**config.mk**
```make
export PLATFORM = sky130hd
export DESIGN_NAME = mc_controller_flat
export DESIGN_NICKNAME = d
export VERILOG_FILES = /design/src/rtl/mc_controller_if.sv /design/src/rtl/mc_controller.sv /design/src/flat_wrapper.sv
export SDC_FILE = /design/constraint.sdc
export NUM_CORES = 1
export LEC_CHECK = 0
export ABC_AREA = 1
export ABC_CLOCK_PERIOD_IN_PS = 3100
export CORE_MARGIN = 2
export CORE_UTILIZATION = 39
export CTS_CLUSTER_DIAMETER = 50
export DETAILED_ROUTE_END_ITERATION = 16
export GPL_TIMING_DRIVEN = 0
export PLACE_DENSITY_LB_ADDON = 0.1
export SLEW_MARGIN = 40
export SYNTH_ARGS = -nofsm -noshare
export SYNTH_HDL_FRONTEND = slang
export SYNTH_SLANG_ARGS = --single-unit
```
**constraint.sdc**
```tcl
create_clock -name clk -period 3.1 [get_ports clk]
set_input_delay 0.62 -clock clk [delete_from_list [all_inputs] [get_ports clk]]
set_output_delay 0.62 -clock clk [all_outputs]
set_load 0.01 [all_outputs]
```
**src/rtl/mc_controller_if.sv**
```systemverilog
// ---------------------------------------------------------------------------
// mc_controller_if
//   Bundles the instruction fields, ALU zero flag and every datapath control
//   strobe exchanged between the multicycle MIPS control unit and its datapath.
//   Modports:
//     master : control unit side (reads op/funct/zero, drives controls)
//     slave  : datapath side (drives op/funct/zero, reads controls)
//   Signals:
//     op[5:0], funct[5:0], zero             instruction fields / ALU flag
//     pcen, memwrite, irwrite, regwrite     write enables
//     iord, memtoreg, regdst, alusrca       1-bit mux selects
//     alusrcb[1:0], pcsrc[1:0]              2-bit mux selects
//     alucontrol[2:0]                       ALU function code
//     state_o[3:0]                          current FSM state (debug)
// ---------------------------------------------------------------------------
interface mc_controller_if;
  logic [5:0] op;
  logic [5:0] funct;
  logic       zero;
  logic       pcen;
  logic       memwrite;
  logic       irwrite;
  logic       regwrite;
  logic       iord;
  logic       memtoreg;
  logic       regdst;
  logic       alusrca;
  logic [1:0] alusrcb;
  logic [1:0] pcsrc;
  logic [2:0] alucontrol;
  logic [3:0] state_o;

  modport master (
    input  op, funct, zero,
    output pcen, memwrite, irwrite, regwrite, iord, memtoreg, regdst,
           alusrca, alusrcb, pcsrc, alucontrol, state_o
  );

  modport slave (
    output op, funct, zero,
    input  pcen, memwrite, irwrite, regwrite, iord, memtoreg, regdst,
           alusrca, alusrcb, pcsrc, alucontrol, state_o
  );
endinterface

```
**src/rtl/mc_controller.sv**
```systemverilog
// ---------------------------------------------------------------------------
// mc_controller
//   Main control unit of the multicycle MIPS core: a Moore FSM that sequences
//   fetch / decode / execute / memory / writeback and an ALU decoder that
//   produces the 3-bit ALU function code (010 add, 110 sub, 000 and, 001 or,
//   111 slt). The ALU zero flag resolves branches in the same cycle.
//   Ports:
//     clk   : system clock, rising edge
//     reset : synchronous, active-high; returns the FSM to FETCH and gates
//             all write enables low while asserted
//     bus   : mc_controller_if.master (instruction fields, zero flag,
//             datapath controls, state_o)
//   Configuration:
//     MC_CTRL_BNE_EN : when defined, op 000101 (bne) is executed through the
//                      BEQEX state with the branch sense inverted. When
//                      undefined, bne is treated as an illegal opcode.
// ---------------------------------------------------------------------------
module mc_controller (
  input  logic             clk,
  input  logic             reset,
  mc_controller_if.master  bus
);

  typedef enum logic [3:0] {
    FETCH   = 4'd0,
    DECODE  = 4'd1,
    MEMADR  = 4'd2,
    MEMRD   = 4'd3,
    MEMWB   = 4'd4,
    MEMWR   = 4'd5,
    RTYPEEX = 4'd6,
    RTYPEWB = 4'd7,
    BEQEX   = 4'd8,
    ADDIEX  = 4'd9,
    ADDIWB  = 4'd10,
    JEX     = 4'd11
  } state_t;

  localparam logic [5:0] OP_RTYPE = 6'b000000;
  localparam logic [5:0] OP_LW    = 6'b100011;
  localparam logic [5:0] OP_SW    = 6'b101011;
  localparam logic [5:0] OP_BEQ   = 6'b000100;
  localparam logic [5:0] OP_ADDI  = 6'b001000;
  localparam logic [5:0] OP_J     = 6'b000010;
`ifdef MC_CTRL_BNE_EN
  localparam logic [5:0] OP_BNE   = 6'b000101;
`endif

  state_t state_q, state_d;
  logic   illegal_q, illegal_d;   // unknown R-type funct seen in RTYPEEX

  logic       pcwrite;
  logic       branch;
  logic       take;
  logic       memwrite_raw;
  logic       irwrite_raw;
  logic       regwrite_raw;
  logic [2:0] funct_alu;
  logic       funct_bad;

  // ------------------------------------------------------------------------
  // State and flag registers
  // ------------------------------------------------------------------------
  always_ff @(posedge clk) begin
    if (reset) begin
      state_q   <= FETCH;
      illegal_q <= 1'b0;
    end else begin
      state_q   <= state_d;
      illegal_q <= illegal_d;
    end
  end

`ifdef MC_CTRL_BNE_EN
  // Remembers whether the instruction in flight is bne so BEQEX can invert
  // the branch condition; captured while the opcode is being decoded.
  logic ne_q, ne_d;

  always_ff @(posedge clk) begin
    if (reset) begin
      ne_q <= 1'b0;
    end else begin
      ne_q <= ne_d;
    end
  end

  always_comb begin
    ne_d = ne_q;
    if (state_q == DECODE) begin
      ne_d = (bus.op == OP_BNE);
    end
  end

  assign take = bus.zero ^ ne_q;
`else
  assign take = bus.zero;
`endif

  // ------------------------------------------------------------------------
  // R-type funct decode
  // ------------------------------------------------------------------------
  always_comb begin
    funct_alu = 3'b010;
    funct_bad = 1'b0;
    case (bus.funct)
      6'b100000: funct_alu = 3'b010;   // add
      6'b100010: funct_alu = 3'b110;   // sub
      6'b100100: funct_alu = 3'b000;   // and
      6'b100101: funct_alu = 3'b001;   // or
      6'b101010: funct_alu = 3'b111;   // slt
      default:   funct_bad = 1'b1;     // executes as add, writeback dropped
    endcase
  end

  // ------------------------------------------------------------------------
  // Next state and Moore outputs
  // ------------------------------------------------------------------------
  always_comb begin
    state_d         = FETCH;
    illegal_d       = illegal_q;
    pcwrite         = 1'b0;
    branch          = 1'b0;
    memwrite_raw    = 1'b0;
    irwrite_raw     = 1'b0;
    regwrite_raw    = 1'b0;
    bus.iord        = 1'b0;
    bus.memtoreg    = 1'b0;
    bus.regdst      = 1'b0;
    bus.alusrca     = 1'b0;
    bus.alusrcb     = 2'b00;
    bus.pcsrc       = 2'b00;
    bus.alucontrol  = 3'b000;

    case (state_q)
      FETCH: begin
        illegal_d      = 1'b0;
        irwrite_raw    = 1'b1;
        bus.alusrcb    = 2'b01;
        bus.alucontrol = 3'b010;
        pcwrite        = 1'b1;
        state_d        = DECODE;
      end
      DECODE: begin
        // Precompute the branch target into ALUOut for a possible beq.
        bus.alusrcb    = 2'b11;
        bus.alucontrol = 3'b010;
        case (bus.op)
          OP_LW, OP_SW: state_d = MEMADR;
          OP_RTYPE:     state_d = RTYPEEX;
          OP_BEQ:       state_d = BEQEX;
`ifdef MC_CTRL_BNE_EN
          OP_BNE:       state_d = BEQEX;
`endif
          OP_ADDI:      state_d = ADDIEX;
          OP_J:         state_d = JEX;
          default:      state_d = FETCH;   // skipped; PC already advanced
        endcase
      end
      MEMADR: begin
        bus.alusrca    = 1'b1;
        bus.alusrcb    = 2'b10;
        bus.alucontrol = 3'b010;
        state_d        = (bus.op == OP_LW) ? MEMRD : MEMWR;
      end
      MEMRD: begin
        bus.iord = 1'b1;
        state_d  = MEMWB;
      end
      MEMWB: begin
        bus.memtoreg = 1'b1;
        regwrite_raw = 1'b1;
        state_d      = FETCH;
      end
      MEMWR: begin
        bus.iord     = 1'b1;
        memwrite_raw = 1'b1;
        state_d      = FETCH;
      end
      RTYPEEX: begin
        bus.alusrca    = 1'b1;
        bus.alucontrol = funct_alu;
        illegal_d      = funct_bad;
        state_d        = RTYPEWB;
      end
      RTYPEWB: begin
        bus.regdst   = 1'b1;
        regwrite_raw = ~illegal_q;
        state_d      = FETCH;
      end
      BEQEX: begin
        bus.alusrca    = 1'b1;
        bus.alucontrol = 3'b110;
        bus.pcsrc      = 2'b01;
        branch         = 1'b1;
        state_d        = FETCH;
      end
      ADDIEX: begin
        bus.alusrca    = 1'b1;
        bus.alusrcb    = 2'b10;
        bus.alucontrol = 3'b010;
        state_d        = ADDIWB;
      end
      ADDIWB: begin
        regwrite_raw = 1'b1;
        state_d      = FETCH;
      end
      JEX: begin
        bus.pcsrc = 2'b10;
        pcwrite   = 1'b1;
        state_d   = FETCH;
      end
      default: begin
        state_d = FETCH;   // unused codes recover with everything idle
      end
    endcase
  end

  // Write enables are held low for the whole reset cycle so an instruction
  // interrupted by reset never commits a partial write.
  assign bus.memwrite = memwrite_raw & ~reset;
  assign bus.irwrite  = irwrite_raw  & ~reset;
  assign bus.regwrite = regwrite_raw & ~reset;
  assign bus.pcen     = (pcwrite | (branch & take)) & ~reset;
  assign bus.state_o  = state_q;

endmodule

```
**src/flat_wrapper.sv**
```systemverilog
// flat-port wrapper written by rule: the top's interface ports become plain ports
module mc_controller_flat 
  (clk, reset, bus_op, bus_funct, bus_zero, bus_pcen, bus_memwrite, bus_irwrite, bus_regwrite, bus_iord, bus_memtoreg, bus_regdst, bus_alusrca, bus_alusrcb, bus_pcsrc, bus_alucontrol, bus_state_o);
  mc_controller_if bus_i ();
  input  logic clk;
  input  logic reset;
  input wire logic [$bits(bus_i.op)-1:0] bus_op;
  input wire logic [$bits(bus_i.funct)-1:0] bus_funct;
  input wire logic [$bits(bus_i.zero)-1:0] bus_zero;
  output wire logic [$bits(bus_i.pcen)-1:0] bus_pcen;
  output wire logic [$bits(bus_i.memwrite)-1:0] bus_memwrite;
  output wire logic [$bits(bus_i.irwrite)-1:0] bus_irwrite;
  output wire logic [$bits(bus_i.regwrite)-1:0] bus_regwrite;
  output wire logic [$bits(bus_i.iord)-1:0] bus_iord;
  output wire logic [$bits(bus_i.memtoreg)-1:0] bus_memtoreg;
  output wire logic [$bits(bus_i.regdst)-1:0] bus_regdst;
  output wire logic [$bits(bus_i.alusrca)-1:0] bus_alusrca;
  output wire logic [$bits(bus_i.alusrcb)-1:0] bus_alusrcb;
  output wire logic [$bits(bus_i.pcsrc)-1:0] bus_pcsrc;
  output wire logic [$bits(bus_i.alucontrol)-1:0] bus_alucontrol;
  output wire logic [$bits(bus_i.state_o)-1:0] bus_state_o;
  assign bus_i.op = bus_op;
  assign bus_i.funct = bus_funct;
  assign bus_i.zero = bus_zero;
  assign bus_pcen = bus_i.pcen;
  assign bus_memwrite = bus_i.memwrite;
  assign bus_irwrite = bus_i.irwrite;
  assign bus_regwrite = bus_i.regwrite;
  assign bus_iord = bus_i.iord;
  assign bus_memtoreg = bus_i.memtoreg;
  assign bus_regdst = bus_i.regdst;
  assign bus_alusrca = bus_i.alusrca;
  assign bus_alusrcb = bus_i.alusrcb;
  assign bus_pcsrc = bus_i.pcsrc;
  assign bus_alucontrol = bus_i.alucontrol;
  assign bus_state_o = bus_i.state_o;
  mc_controller u_core (.clk(clk), .reset(reset), .bus(bus_i));
endmodule
```
==> impl_results.md, run 1 <==
- Final hold vios: 0
- Worst-path clk slew: 0.04 ns
- Clk pwr share: 34.9%
- Met3 WL: 105 um
- F_max: 0.342 GHz
- Routed wl met2: 781 um
- Cell Pwr Density: 231 nW/um2
- Slew @ Worst Pin: 0.358 ns
- Area contributors post-synth: nor2_1, dfxtp_1, inv_1
- VDD IR max: 0.249 mV
- Flops & latches, synth: 5
- Syn_nets: 125
- Fill cells: 124
- Final wirelength: 1700 um
- Skew final: 0.00299 ns
- Nets: 162
- Vias in the first global route: 731
- Period utilization: 94.4%
- GRT Resource Usage Total: 20.9%
- Dpl cells: 157
- TritonRoute pass-1 iters: 6
- Total grt overflow: 0
- Critical path required time: 2.48 ns
- Most frequent cells in the layout: clkdlybuf4s50_1, nor2_1, inv_1, nand2_1, nand3_1
- Reg-to-reg endpoint: u_core.bus.state_o[2]$_SDFF_PP0_
- Area Growth Syn to Fin: 65.0%
- Largest net degree at the start of global routing: 9
- Final setup violating endpoints: 0
- Uppermost routed layer: met4
- Status: finished, final reports clean
- Max_cap viols: 0
- Sequential share of power: 32.2%
- Depth of the CTS H-tree: 1
- WL met1: 808 um
- Cell variety after synth: 18
- Net Sw Frac: 29.3%
- Mapped cell area: 562 um2
- Via count: 770
- CP startpoint: bus_funct[5]
- Switching pwr: 0.0000627 W
- IO buf count: 32
- Setup bufs post-CTS: 0
- Yosys warns: 0
- # DRC: 0
- CTS Root Cell: clkbuf_4
- Largest area contributor in the netlist: nor2_1
- Clk_lat worst skew: 0.24 ns
- Die width: 42.0 um
- Arr. time, crit path: 2.31 ns
- Crit start category: input port
- Combinational power share: 32.9%
- Avg WL per Cell: 10.6 um
- Slew headroom: 76.1%
- Die Height: 42.0 um
- Leak pwr: 0.433 nW
- Total CTS buffers: 3
- Critical path fanouts, max: 6
- Antenna violations before repair: 0
- Hold_sp: u_core.illegal_q$_SDFFE_PP0P_
- Crit path time final: 2.93 ns
- IO Pins: 34
- Final antenna-violating net count: 0
- CTS sink count: 5
- Int Pwr: 0.000151 W
- Yosys top cell area share: 19.4%
- Cells after Synth: 110
- Reg2Reg Setup Slack: 1.90 ns
- RR Startpoint: u_core.bus.state_o[1]$_SDFF_PP0_
- Layout cells sized above 1: 6.85%
- Final Max Tran Viols: 0
- HP Class: reg -> reg
- Setup TNS: 0 ns
- RSZ-0062 raised after global routing: no
- Clock tree buffer depth: 2
- Die ar.: 1760 um2
- Cts hold-fix bufs: 0
- Diode count: 0
- Initial core utilization: 42.6%
- Setup crit end kind: primary output
- Core area: 1320 um2
- Crit path capture: bus_alucontrol[1]
- Commonest non-fill, non-tap cell in the layout: clkdlybuf4s50_1
- Rows: 13
- DR iter-0 viols: 21
- Critical path type: in -> out
- Cts repair resizes: 0
- Post-synthesis sequential area ratio: 17.8%
- Non-Filler Instances: 161
- CTS tree: done
- RD Place Congestion: 0.832
- Vias per cell: 4.78
- Global-route wire length before repair: 2940 um
- Reg2Reg Depth: 7
- Syn Area/Cell: 5.11 um2
- Final HPWL DP: 1430 um
==> stage by stage <==
stage          instance area (um2)  total power (W)  setup slack (ns)  hold WS (ns)  utilization (%)
4_1_cts                        927         0.000215             0.180         0.617             70.4
3_3_place_gp                   901         0.000139             0.195         0.598             68.4
2_1_floorplan                  562         0.000101              1.16         0.531                -
5_1_grt                        927         0.000228           0.00619         0.687             70.4
6_report                       927         0.000214             0.172         0.615             70.4
3_5_place_dp                   901         0.000141             0.175         0.608             68.4
==> how the worst min path moves through the flow <==
stage / end / slack [ns] / depth (start not counted)
floorplan: u_core.illegal_q$_SDFFE_PP0P_ / 0.53 / 4
global placement: u_core.illegal_q$_SDFFE_PP0P_ / 0.60 / 4
global route: u_core.illegal_q$_SDFFE_PP0P_ / 0.69 / 4
finish: u_core.illegal_q$_SDFFE_PP0P_ / 0.62 / 4
detailed placement: u_core.illegal_q$_SDFFE_PP0P_ / 0.61 / 4
CTS: u_core.illegal_q$_SDFFE_PP0P_ / 0.62 / 4
==> kinds of logic after synthesis <==
group | after synthesis | synth area share (%)
simple gates | 68 | 51.9
compound gates | 15 | 15.6
buf+inv | 22 | 14.7
flops | 5 | 17.8
==> power by group through the flow <==
stage	registers (W)	logic [W]	clock network (W)
CTS	0.0000689	0.0000709	0.0000756
finish	0.0000689	0.0000704	0.0000747
detailed placement	0.0000701	0.0000705	0
floorplan	0.0000704	0.0000301	0
global route	0.0000694	0.0000780	0.0000801
global placement	0.0000701	0.0000686	0
==> state kept, by name, indices dropped and copies added, names as in the netlist <==
register,flops
u_core.illegal_q,1
u_core.bus.state_o,4
==> cell type report <==
type | instances | area (um2) | share of cell area [%]
plain buffers | 1 | 3.75 | 0.405
inverters | 21 | 78.8 | 8.50
clock buffers | 4 | 26.3 | 2.83
flip-flops and latches | 5 | 100 | 10.8
repair buffers | 32 | 320 | 34.5
multi-input cells | 83 | 379 | 40.9
well taps | 15 | 18.8 | 2.02
==> synth_stat cells <==
library cell	count
nand4_1	3
nand2_1	19
dfxtp_1	5
nor2_2	2
o22ai_2	1
buf_1	1
a21oi_1	6
nand2_2	2
nand3_1	11
o21ai_0	4
a31oi_1	2
nor2_1	29
nor3_1	1
a211oi_1	1
o21ai_1	1
inv_2	2
inv_1	19
nand3b_1	1
==> routing by layer <==
layer	vias to the layer above	track usage, %
li1	420	-
met1	323	27.0
met2	25	34.7
met3	2	4.35
met4	0	5.81
met5	-	0
==> worst max-delay path, cell delays in order <==
cell,delay [ns]
clkdlybuf4s50_1,0.46
inv_1,0.04
nor2_1,0.27
nand3_1,0.15
o22ai_2,0.13
nand3b_1,0.12
clkdlybuf4s50_1,0.53
(Power assumes the default switching activity.)
==> run 2: changes to the inputs <==
--- a/config.mk
+++ b/config.mk
@@ -17,3 +17,4 @@
 export SYNTH_ARGS = -nofsm -noshare
 export SYNTH_HDL_FRONTEND = slang
 export SYNTH_SLANG_ARGS = --single-unit
+export TNS_END_PERCENT = 20
==> results of run 2 <==
No change in the layout: final DEF, timing and power equal those of run 1.
==> run 3: changes to the inputs <==
--- a/config.mk
+++ b/config.mk
@@ -9,10 +9,11 @@
 export ABC_CLOCK_PERIOD_IN_PS = 3100
 export CORE_MARGIN = 2
 export CORE_UTILIZATION = 39
-export CTS_CLUSTER_DIAMETER = 50
+export CTS_CLUSTER_DIAMETER = 60
 export DETAILED_ROUTE_END_ITERATION = 16
 export GPL_TIMING_DRIVEN = 0
 export PLACE_DENSITY_LB_ADDON = 0.1
+export SETUP_SLACK_MARGIN = 0.4
 export SLEW_MARGIN = 40
 export SYNTH_ARGS = -nofsm -noshare
 export SYNTH_HDL_FRONTEND = slang
==> run 3 against run 2 <==
Net effect: register-to-register slack hardly changed; routed wire length rose by 0.82%; combinational power grew 0.9%; highest routed layer unchanged.
==> impl_results.md, run 3 (synthesized netlist as in run 1, its figures left out) <==
- Die Height: 42.0 um (unchanged)
- Critical path fanouts, max: 3 (was 6)
- Fill cells: 119 (was 124)
- Most frequent cells in the layout: clkdlybuf4s50_1, nor2_1, inv_1, nand2_1, nand3_1 (unchanged)
- Depth of the CTS H-tree: 1 (unchanged)
- Cell Pwr Density: 229 nW/um2 (was 231 nW/um2)
- Worst path slowest cell: clkdlybuf4s50_1 (unchanged)
- Placed instance area: 901 um2 (unchanged)
- Vias per cell: 4.80 (was 4.78)
- CTS Root Cell: clkbuf_4 (unchanged)
- Pre-CTS setup slack: 0.175 ns (unchanged)
- Status: finished, final reports clean (unchanged)
- Cell area after layout: 938 um2 (was 927 um2)
- Critical path required time: 2.48 ns (about the same)
- Final antenna-violating net count: 0 (unchanged)
- Avg WL per Cell: 10.7 um (was 10.6 um)
- HP Class: reg -> reg (unchanged)
- Commonest non-fill, non-tap cell in the layout: clkdlybuf4s50_1 (unchanged)
- Setup crit end kind: primary output (unchanged)
- Non-Filler Instances: 161 (unchanged)
- Slew headroom: 76.1% (unchanged)
- Die ar.: 1760 um2 (unchanged)
- IO Pins: 34 (unchanged)
- Final wirelength: 1720 um (was 1700 um)
- Core area: 1320 um2 (unchanged)
- Slew @ Worst Pin: 0.358 ns (unchanged)
- Largest net degree at the start of global routing: 9 (unchanged)
- RSZ-0062 raised after global routing: yes (was no)
- Leak pwr: 0.451 nW (was 0.433 nW)
- Reg-to-reg endpoint: u_core.bus.state_o[2]$_SDFF_PP0_ (unchanged)
- Global-route wire length before repair: 2910 um (was 2940 um)
- Area Growth Syn to Fin: 67.0% (was 65.0%)
- Nets: 162 (unchanged)
- Layout cells sized above 1: 8.22% (was 6.85%)
- Initial core utilization: 42.6% (unchanged)
- CTS tree: done (unchanged)
- DR iter-0 viols: 21 (unchanged)
- Crit path capture: bus_alucontrol[2] (was bus_alucontrol[1])
- Die width: 42.0 um (unchanged)
- Diode count: 0 (unchanged)
- Final Max Tran Viols: 0 (unchanged)
- Period utilization: 87.1% (was 94.4%)
- Final hold vios: 0 (unchanged)
- Clk_lat worst skew: 0.24 ns (about the same)
- Crit-path max cell delay: 0.56 ns (was 0.53 ns)
- Vias in the first global route: 725 (was 731)
- Total CTS buffers: 3 (unchanged)
- Reg2Reg Depth: 7 (unchanged)
- Skew final: 0.00299 ns (unchanged)
- RD Place Congestion: 0.832 (unchanged)
- Worst path cell trace: clkdlybuf4s50_1 > inv_1 > nor2_2 > nand3_1 > o22ai_2 > clkdlybuf4s50_1 (was clkdlybuf4s50_1 > inv_1 > nor2_1 > nand3_1 > o22ai_2 > nand3b_1 > clkdlybuf4s50_1)
- # DRC: 0 (unchanged)
- CTS sink count: 5 (unchanged)
- Arr. time, crit path: 2.08 ns (was 2.31 ns)
- Number of flip-flops in the largest register: 4 (unchanged)
- Reg2Reg Setup Slack: 1.90 ns (about the same)
- Most used cell along the critical path: clkdlybuf4s50_1 (unchanged)
- Crit path time final: 2.70 ns (was 2.93 ns)
- CP startpoint: bus_funct[1] (was bus_funct[5])
- Setup bufs post-CTS: 0 (unchanged)
- Clock tree buffer depth: 2 (unchanged)
- IO buf count: 32 (unchanged)
- Final core occ: 71.2% (was 70.4%)
- Max_cap viols: 0 (unchanged)
- Final HPWL DP: 1430 um (unchanged)
- RR Startpoint: u_core.bus.state_o[1]$_SDFF_PP0_ (unchanged)
- Crit start category: input port (unchanged)
- Rows: 13 (unchanged)
- Dpl cells: 157 (unchanged)
- Total grt overflow: 0 (unchanged)
- Via count: 772 (was 770)
- Worst-path clk slew: 0.04 ns (about the same)
- F_max: 0.370 GHz (was 0.342 GHz)
- Setup TNS: 0 ns (unchanged)
- VDD IR max: 0.250 mV (was 0.249 mV)
- GRT Resource Usage Total: 20.7% (was 20.9%)
- TritonRoute pass-1 iters: 6 (unchanged)
- Final setup violating endpoints: 0 (unchanged)
- Worst Setup Slack, final: 0.399 ns (was 0.172 ns)
- Antenna violations before repair: 0 (unchanged)
- Critical path type: in -> out (unchanged)
run 3: changes by cell type in the layout (fill, tap and decap cells not counted):
| cell | previous run | this run |
|---|---|---|
| clkdlybuf4s50_1 | 32 | 30 |
| dlygate4sd2_1 | 0 | 1 |
| dlymetal6s2s_1 | 0 | 1 |
| nor2_1 | 29 | 27 |
| nor2_2 | 2 | 3 |
| nor2_4 | 0 | 1 |
run 3: repair_timing:
| action | CTS | global route |
|---|---|---|
| endpoints found under the setup margin | 3 | 2 |
| hold buffers | 0 | 0 |
| gates resized for setup | 4 | 1 |
run 3: layer usage:
layer	routed length, um	track usage, %	vias up
li1	-	-	421
met1	808	26.5	324
met2	791	34.7	25
met3	108	4.35	2
met4	8	5.81	0
met5	0	0	-
run 3: stage by stage:
| stage | total power (W) | hold slack, ns |
|---|---|---|
| 2_1_floorplan | 0.000101 | 0.531 |
| 3_3_place_gp | 0.000139 | 0.598 |
| 3_5_place_dp | 0.000141 | 0.608 |
| 4_1_cts | 0.000216 | 0.617 |
| 5_1_grt | 0.000228 | 0.687 |
| 6_report | 0.000215 | 0.616 |
run 3: power breakdown:
part	leakage (nW)	switching [W]	internal [W]
Sequential	0.0406	0.00000273	0.0000662
Combinational	0.396	0.0000349	0.0000361
Clock	0.0150	0.0000261	0.0000486
Total	0.451	0.0000637	0.000151
run 3: cell type report:
type	count	area, um2	area share, %
Tap cell	15	18.8	2.00
Timing Repair Buffer	32	322	34.3
Multi-Input combinational cell	83	389	41.5
Buffer	1	3.75	0.400
Sequential cell	5	100	10.7
Inverter	21	78.8	8.40
Clock buffer	4	26.3	2.80
run 3: how the worst min path moves through the flow:
stage	start	to	slack, ns	cells past startpoint
final	u_core.illegal_q$_SDFFE_PP0P_	u_core.illegal_q$_SDFFE_PP0P_	0.62	4
after global placement	u_core.illegal_q$_SDFFE_PP0P_	u_core.illegal_q$_SDFFE_PP0P_	0.60	4
after floorplan	u_core.illegal_q$_SDFFE_PP0P_	u_core.illegal_q$_SDFFE_PP0P_	0.53	4
after global routing	u_core.illegal_q$_SDFFE_PP0P_	u_core.illegal_q$_SDFFE_PP0P_	0.69	4
after CTS	u_core.illegal_q$_SDFFE_PP0P_	u_core.illegal_q$_SDFFE_PP0P_	0.62	4
after detailed placement	u_core.illegal_q$_SDFFE_PP0P_	u_core.illegal_q$_SDFFE_PP0P_	0.61	4
run 3: critical path, delay by kind of cell:
family          cells  cell delay, ns
buf+inv             3            1.12
simple gates        2            0.23
compound gates      1            0.12
